File: config.mk
export PLATFORM = sky130hd
export DESIGN_NAME = if_stage
export DESIGN_NICKNAME = d
export VERILOG_FILES = /design/src/rtl/mips_defs.sv /design/src/rtl/if_stage_pc_reg.sv /design/src/rtl/if_stage.sv
export SDC_FILE = /design/constraint.sdc
export NUM_CORES = 1
export LEC_CHECK = 0
export BUFFER_PORTS_ARGS = -buffer_cell sky130_fd_sc_hd__buf_4
export CAP_MARGIN = 30
export CORE_AREA = 2 2 125 127
export DETAILED_ROUTE_END_ITERATION = 8
export DIE_AREA = 0 0 127 129
export GPL_TIMING_DRIVEN = 0
export PLACE_DENSITY = 0.71
export SETUP_SLACK_MARGIN = 0.3
export SYNTH_ARGS = -nofsm -noshare
export SYNTH_HDL_FRONTEND = slang
export SYNTH_HIERARCHICAL = 1
export SYNTH_SLANG_ARGS = --single-unit
File: constraint.sdc
create_clock -name clk -period 7.3 [get_ports clk]
set_clock_uncertainty 0.2 [all_clocks]
set_input_delay 1.46 -clock clk [delete_from_list [all_inputs] [get_ports clk]]
set_output_delay 1.46 -clock clk [all_outputs]
set_load 0.01 [all_outputs]
File: src/rtl/mips_defs.sv
// Shared MIPS constants and the fetch redirect priority used by the IF stage.
package mips_defs;

    localparam int unsigned XLEN = 32;

    localparam logic [5:0] OP_RTYPE = 6'b000000;
    localparam logic [5:0] OP_LW    = 6'b100011;
    localparam logic [5:0] OP_SW    = 6'b101011;
    localparam logic [5:0] OP_BEQ   = 6'b000100;
    localparam logic [5:0] OP_J     = 6'b000010;

    localparam logic [XLEN-1:0] NOP_INSTR = 32'h0000_0000;
    localparam logic [XLEN-1:0] RESET_PC  = 32'h0000_0000;

    typedef enum logic [1:0] {
        PC_SEQ,
        PC_HOLD,
        PC_JUMP,
        PC_BRANCH
    } pc_sel_e;

    // Branch beats jump beats stall; a jump needs a real instruction in IF/ID.
    function automatic pc_sel_e pc_select(input logic branch_taken,
                                          input logic jump,
                                          input logic if_id_valid,
                                          input logic stall);
        pc_sel_e sel;
        if (branch_taken)              sel = PC_BRANCH;
        else if (jump && if_id_valid)  sel = PC_JUMP;
        else if (stall)                sel = PC_HOLD;
        else                           sel = PC_SEQ;
        return sel;
    endfunction

endpackage

File: src/rtl/if_stage_pc_reg.sv
// Program counter with next-PC mux; targets are forced word-aligned.
module pc_reg
    import mips_defs::*;
#(
    parameter int unsigned     WIDTH    = 32,
    parameter logic [WIDTH-1:0] RESET_PC = '0
) (
    input  logic             clk,
    input  logic             reset,
    input  pc_sel_e          sel_i,
    input  logic [WIDTH-1:0] branch_target_i,
    input  logic [WIDTH-1:0] jump_target_i,
    output logic [WIDTH-1:0] pc_o
);

    localparam logic [WIDTH-1:0] ALIGN_MASK = ~WIDTH'(3);

    logic [WIDTH-1:0] pc_q;
    logic [WIDTH-1:0] pc_d;

    always_comb begin
        pc_d = pc_q;
        case (sel_i)
            PC_BRANCH: pc_d = branch_target_i & ALIGN_MASK;
            PC_JUMP:   pc_d = jump_target_i & ALIGN_MASK;
            PC_HOLD:   pc_d = pc_q;
            PC_SEQ:    pc_d = pc_q + WIDTH'(4);
            default:   pc_d = pc_q;
        endcase
    end

    always_ff @(posedge clk or posedge reset) begin
        if (reset) pc_q <= RESET_PC & ALIGN_MASK;
        else       pc_q <= pc_d;
    end

    assign pc_o = pc_q;

endmodule

File: src/rtl/if_stage.sv
// Instruction fetch stage: PC, instruction-memory address and the IF/ID register.
module if_stage
#(
    parameter logic [31:0]  RESET_PC = mips_defs::RESET_PC,
    parameter int unsigned  WIDTH    = 32
) (
    input  logic             clk,
    input  logic             reset,
    output logic [WIDTH-1:0] imemAddr,
    input  logic [WIDTH-1:0] imemData,
    input  logic             stall,
    input  logic             jump,
    input  logic             branchTaken,
    input  logic [WIDTH-1:0] branchTarget,
    output logic [WIDTH-1:0] ifIdInstr,
    output logic [WIDTH-1:0] ifIdPcPlus4,
    output logic             ifIdValid,
    output logic [5:0]       opCode,
    output logic [WIDTH-1:0] fetchCount
);

    mips_defs::pc_sel_e sel;

    logic [WIDTH-1:0] instr_q, instr_d;
    logic [WIDTH-1:0] pc4_q, pc4_d;
    logic             valid_q, valid_d;
    logic [WIDTH-1:0] count_q, count_d;
    logic [WIDTH-1:0] pc_plus4;
    logic [WIDTH-1:0] jump_target;

    assign sel         = mips_defs::pc_select(branchTaken, jump, valid_q, stall);
    assign pc_plus4    = imemAddr + WIDTH'(4);
    assign jump_target = {pc4_q[WIDTH-1:WIDTH-4], instr_q[25:0], 2'b00};

    pc_reg #(
        .WIDTH    (WIDTH),
        .RESET_PC (RESET_PC)
    ) u_pc_reg (
        .clk             (clk),
        .reset           (reset),
        .sel_i           (sel),
        .branch_target_i (branchTarget),
        .jump_target_i   (jump_target),
        .pc_o            (imemAddr)
    );

    // A redirect injects exactly one bubble; a bubble looks like the reset state.
    always_comb begin
        instr_d = instr_q;
        pc4_d   = pc4_q;
        valid_d = valid_q;
        count_d = count_q;
        case (sel)
            mips_defs::PC_BRANCH,
            mips_defs::PC_JUMP: begin
                instr_d = mips_defs::NOP_INSTR;
                pc4_d   = '0;
                valid_d = 1'b0;
            end
            mips_defs::PC_SEQ: begin
                instr_d = imemData;
                pc4_d   = pc_plus4;
                valid_d = 1'b1;
                count_d = count_q + WIDTH'(1);
            end
            default: ;
        endcase
    end

    always_ff @(posedge clk or posedge reset) begin
        if (reset) begin
            instr_q <= mips_defs::NOP_INSTR;
            pc4_q   <= '0;
            valid_q <= 1'b0;
            count_q <= '0;
        end else begin
            instr_q <= instr_d;
            pc4_q   <= pc4_d;
            valid_q <= valid_d;
            count_q <= count_d;
        end
    end

    assign ifIdInstr   = instr_q;
    assign ifIdPcPlus4 = pc4_q;
    assign ifIdValid   = valid_q;
    assign opCode      = instr_q[31:26];
    assign fetchCount  = count_q;

endmodule

# After elaboration in Yosys (flattened, before gate mapping)
# Cells that the tools add are included.
dict set report word_totals {
  register_bits 129
  latch_bits 0
  ram_bits 0
  rom_bits 0
  inputBits 69
  out_inout_bits 135
  word_cells 21
  memories 0
}
dict set report classes {
  add_sub_neg 2
  multipliers 0
  div_mod_pow 0
  magnitude_cmp 0
  n_eq_ne 3
  shifts 0
  n_mux 7
  n_bitwise 0
  reduce_logical 4
}
# operator n
set op_table {}
lappend op_table {{$pmux 32 s2} 2}
lappend op_table {{$pmux 32 s3} 1}
lappend op_table {{$add 32x1->32 const B} 1}
lappend op_table {{$add 32x3->32 const B} 1}
lappend op_table {{$eq 2x2->1 const B} 2}
lappend op_table {{$mux 2} 2}
lappend op_table {{$eq 2x1->1 const B} 1}
lappend op_table {{$logic_not 2->1} 1}
lappend op_table {{$pmux 1 s2} 1}
lappend op_table {{$reduce_bool 2->1} 1}
lappend op_table {{$reduce_or 2->1} 1}
lappend op_table {{$logic_and 1x1->1} 1}
lappend op_table {{$mux 1} 1}

# Depth between registers and ports, before layout
dict set report depth {
  word_depth 6
  depth_mapped 9
  depth_no_buf 7
}

# Modules after synthesis
# The synthesis kept the hierarchy.
# module instances cells_each area_per_inst_um2 seq_area_each_um2
set modules_own_cells {}
lappend modules_own_cells {if_stage 1 437 4545.6 2427.3}
lappend modules_own_cells {pc_reg 1 210 2097.0 750.7}

# Least setup slack after synthesis
# OpenSTA, ideal clock, no wires.
dict set report synth_timing {
  path_kind {input to register}
  start {in stall}
  end {reg u_pc_reg.pc_q[10], in the netlist u_pc_reg/pc_o[10]}
  setup_ns 0.136
  arrival_time_ns 3.130
  t_required_ns 6.964
  slack_ns 3.834
  path_stages 8
  n_path_buf 5
  path_cell_list {clkbuf_1 -> clkbuf_1 -> a21o_1 -> buf_2 -> buf_2 -> buf_2 -> mux2i_1 -> a21oi_1}
}
dict set report synth_between {
  elab_chain_len 5
  elab_cells_between_ends 8
  cone_classes {eq/ne: 3; mux: 4; reduce/logical: 1}
}
# item line
set synth_lines {}
lappend synth_lines {{start: declaration} if_stage.sv:11} ;# input logic stall,
lappend synth_lines {{$mux 1 *} mips_defs.sv:30} ;# else if (stall) sel = PC_HOLD;
lappend synth_lines {{$mux 2 *} mips_defs.sv:29} ;# else if (jump && if_id_valid) sel = PC_JUMP;
lappend synth_lines {{$mux 2 *} mips_defs.sv:28} ;# if (branch_taken) sel = PC_BRANCH;
lappend synth_lines {{via sel[0]} if_stage.sv:22} ;# mips_defs::pc_sel_e sel;
lappend synth_lines {{$eq 2x2->1 / $logic_not 2->1 (equally long branches)} if_stage_pc_reg.sv:23} ;# case (sel_i)
lappend synth_lines {{$pmux 32 s3} if_stage_pc_reg.sv:23}
lappend synth_lines {{end signal: assignment} if_stage_pc_reg.sv:33} ;# if (reset) pc_q <= RESET_PC & ALIGN_MASK;
lappend synth_lines {{end signal: assignment} if_stage_pc_reg.sv:34} ;# else pc_q <= pc_d;
lappend synth_lines {{end: declaration} if_stage_pc_reg.sv:18} ;# logic [WIDTH-1:0] pc_q;
# The timed path passes the listed nets; every way through them passes the cells marked *.
# A chain may end at the register's enable or synchronous reset.

# Final worst setup path
dict set report layout_timing {
  start {in stall}
  end {reg u_pc_reg.pc_q[9], in the netlist u_pc_reg/pc_o[9]}
}
# Same word-level chain as after synthesis.

==> flow_metrics.tcl <==
set metrics [dict create \
    drv_slew 0 \
    worstPathMaxFanout 10 \
    area_growth_pct 36.07 \
    critPathLaunchType "input port" \
    reg2reg_depth 7 \
    holdPathStages 1 \
    status "finished clean" \
    p_per_area_nw_per_um2 241.4 \
    syn_area_um2 6639 \
    holdPathEnd "fetchCount[31]" \
    max_freq_mhz 266.0 \
    power_leakage_uw 0.004397 \
    clock_latency_ps 420 \
    wirelength_um 19420 \
    die_y_um 129 \
    layout-drive-gt1-share 0.3072 \
    clockBufferDepth 2 \
    synth_cells 646 \
    cts_inserted_buffers 17 \
    die_w_um 127 \
    antenna_found_initial 0 \
    grt_pass1_vias 5666 \
    io_buffers 198 \
    cts_htree_levels 4 \
    routedWlPerCell_um 18.20 \
    setup_viol 0 \
    worst_ep_required_time_ps 7380 \
    reg2reg_to "u_pc_reg/pc_o[24]" \
    r2r_setup_slack_ps 4320 \
    rsz0062_at_grt "false" \
    min_from "fetchCount[31]" \
    grt.overflow.total 0 \
    drtPass1Iterations 6 \
    grt_use_total 0.2404 \
    multi_input_area_um2 3253 \
    stdcell_area_um2 9034 \
    initial_core_util 0.4433 \
    cts_hold_buf 0 \
    drtIter0Drc 349 \
    maxSlewHeadroom 0.2780 \
    setup_tns_ps 0 \
    dp_hpwl_um 14500 \
    vdd_drop_max_mv 0.1586 \
    n_antenna_cell 0 \
    cap_violations 0 \
    ant_nets 0 \
    coreArea_um2 14980 \
    grt_max_degree 60 \
    yosysWarnings 6 \
    post-route-drc-count 0 \
    finalPower_uw 2181 \
    grt_pass1_wl_um 30560 \
    cts.sinks 127 \
    final_cells 1067 \
    place_congestion 0.9160 \
    vias 5838 \
    cp.arrival_ps 3840 \
    final_hold_viol_count 0 \
    clkSlewWorstSetupHoldPaths_ps 60 \
    post-route-min-period_ps 3759 \
    path_class "input port to flip-flop" \
    vias_per_cell 5.471 \
    tritoncts "built" \
    place_area_um2 8422 \
    regArea_um2 3178 \
    avgSynthCellArea_um2 10.28 \
    cts_resized 0 \
    final_nets 938 \
    post_cts_buffers 0 \
    fillers 1319 \
    io_pins 204 \
    rows 45 \
    hp-class "flip-flop to flip-flop" \
    endpoint_kind "flip-flop" \
    reg2reg_from "ifIdValid" \
    clockRootBuffer "clkbuf_16" \
    place_inst 1035 \
    dieArea_um2 16380 \
    tightest_slew_ps 1073 \
    fin_crit_sh 0.5149 \
]
worst max-delay path by stage:
stage,start,to
floorplan,reset,fetchCount[0]
global route,stall,u_pc_reg/pc_o[23]
global placement,reset,fetchCount[25]
CTS,stall,u_pc_reg/pc_o[24]
finish,stall,u_pc_reg/pc_o[9]
detailed placement,stall,u_pc_reg/pc_o[24]
report_power, final:
group | switching [uW] | total, uW | internal (uW)
Clock | 340 | 881 | 541
Sequential | 119 | 889 | 770
Combinational | 204 | 412 | 207
Total | 663 | 2180 | 1520
sequential cells by signal, summed over array words and instances (netlist names):
name / count
ifIdValid: 1
fetchCount: 32
ifIdInstr: 32
ifIdPcPlus4: 32
u_pc_reg/pc_o: 30
area by class of cell:
| class | count | area share |
|---|---|---|
| Multi-Input combinational cell | 475 | 0.3601 |
| Sequential cell | 127 | 0.3518 |
| Timing Repair Buffer | 200 | 0.1706 |
| Clock buffer | 17 | 0.04709 |
| Tap cell | 188 | 0.02604 |
| Clock inverter | 15 | 0.02064 |
| Buffer | 34 | 0.01884 |
| Inverter | 11 | 0.004848 |
layout by cell type, fill, tap and decap left out, types with 4 or more instances in the layout:
| cell type | count |
|---|---|
| and3_1 | 7 |
| o21ai_0 | 29 |
| buf_4 | 207 |
| and4_1 | 4 |
| clkbuf_1 | 15 |
| nor4_4 | 4 |
| buf_2 | 7 |
| nor2_1 | 67 |
| dfrtp_1 | 127 |
| clkinvlp_4 | 4 |
| and2_1 | 5 |
| clkinv_4 | 4 |
| xor2_1 | 46 |
| nand3_1 | 40 |
| xnor2_1 | 37 |
| clkbuf_16 | 17 |
| nor3_1 | 11 |
| nand2_1 | 44 |
| a21oi_1 | 32 |
| inv_1 | 8 |
| a21o_1 | 4 |
| mux2_2 | 4 |
| nor4_1 | 4 |
| mux2i_1 | 74 |
| nand4_1 | 32 |
through the flow:
stage	utilization	setup WS, ps	hold slack [ps]
after global routing	0.6032	3379	287.8
final	0.6032	3541	280.4
after detailed placement	0.5623	3110	267.9
after floorplan	-	3106	307.6
after CTS	0.6032	3544	280.2
after global placement	0.5585	1886	264.4
layer usage:
layer / GRT usage / wire (um)
met2: 0.3811 / 9375
met4: 0.07369 / 325
met5: 0 / 0
met3: 0.07484 / 1589
met1: 0.3187 / 8128
worst max-delay path: stages:
cell and delay (ps):
clkbuf_1 240, clkbuf_1 490, a21o_1 280, buf_2 270, buf_2 300, buf_2 400
mux2i_1 300, a21oi_1 100
No activity file was read; power rests on OpenSTA's default activity.
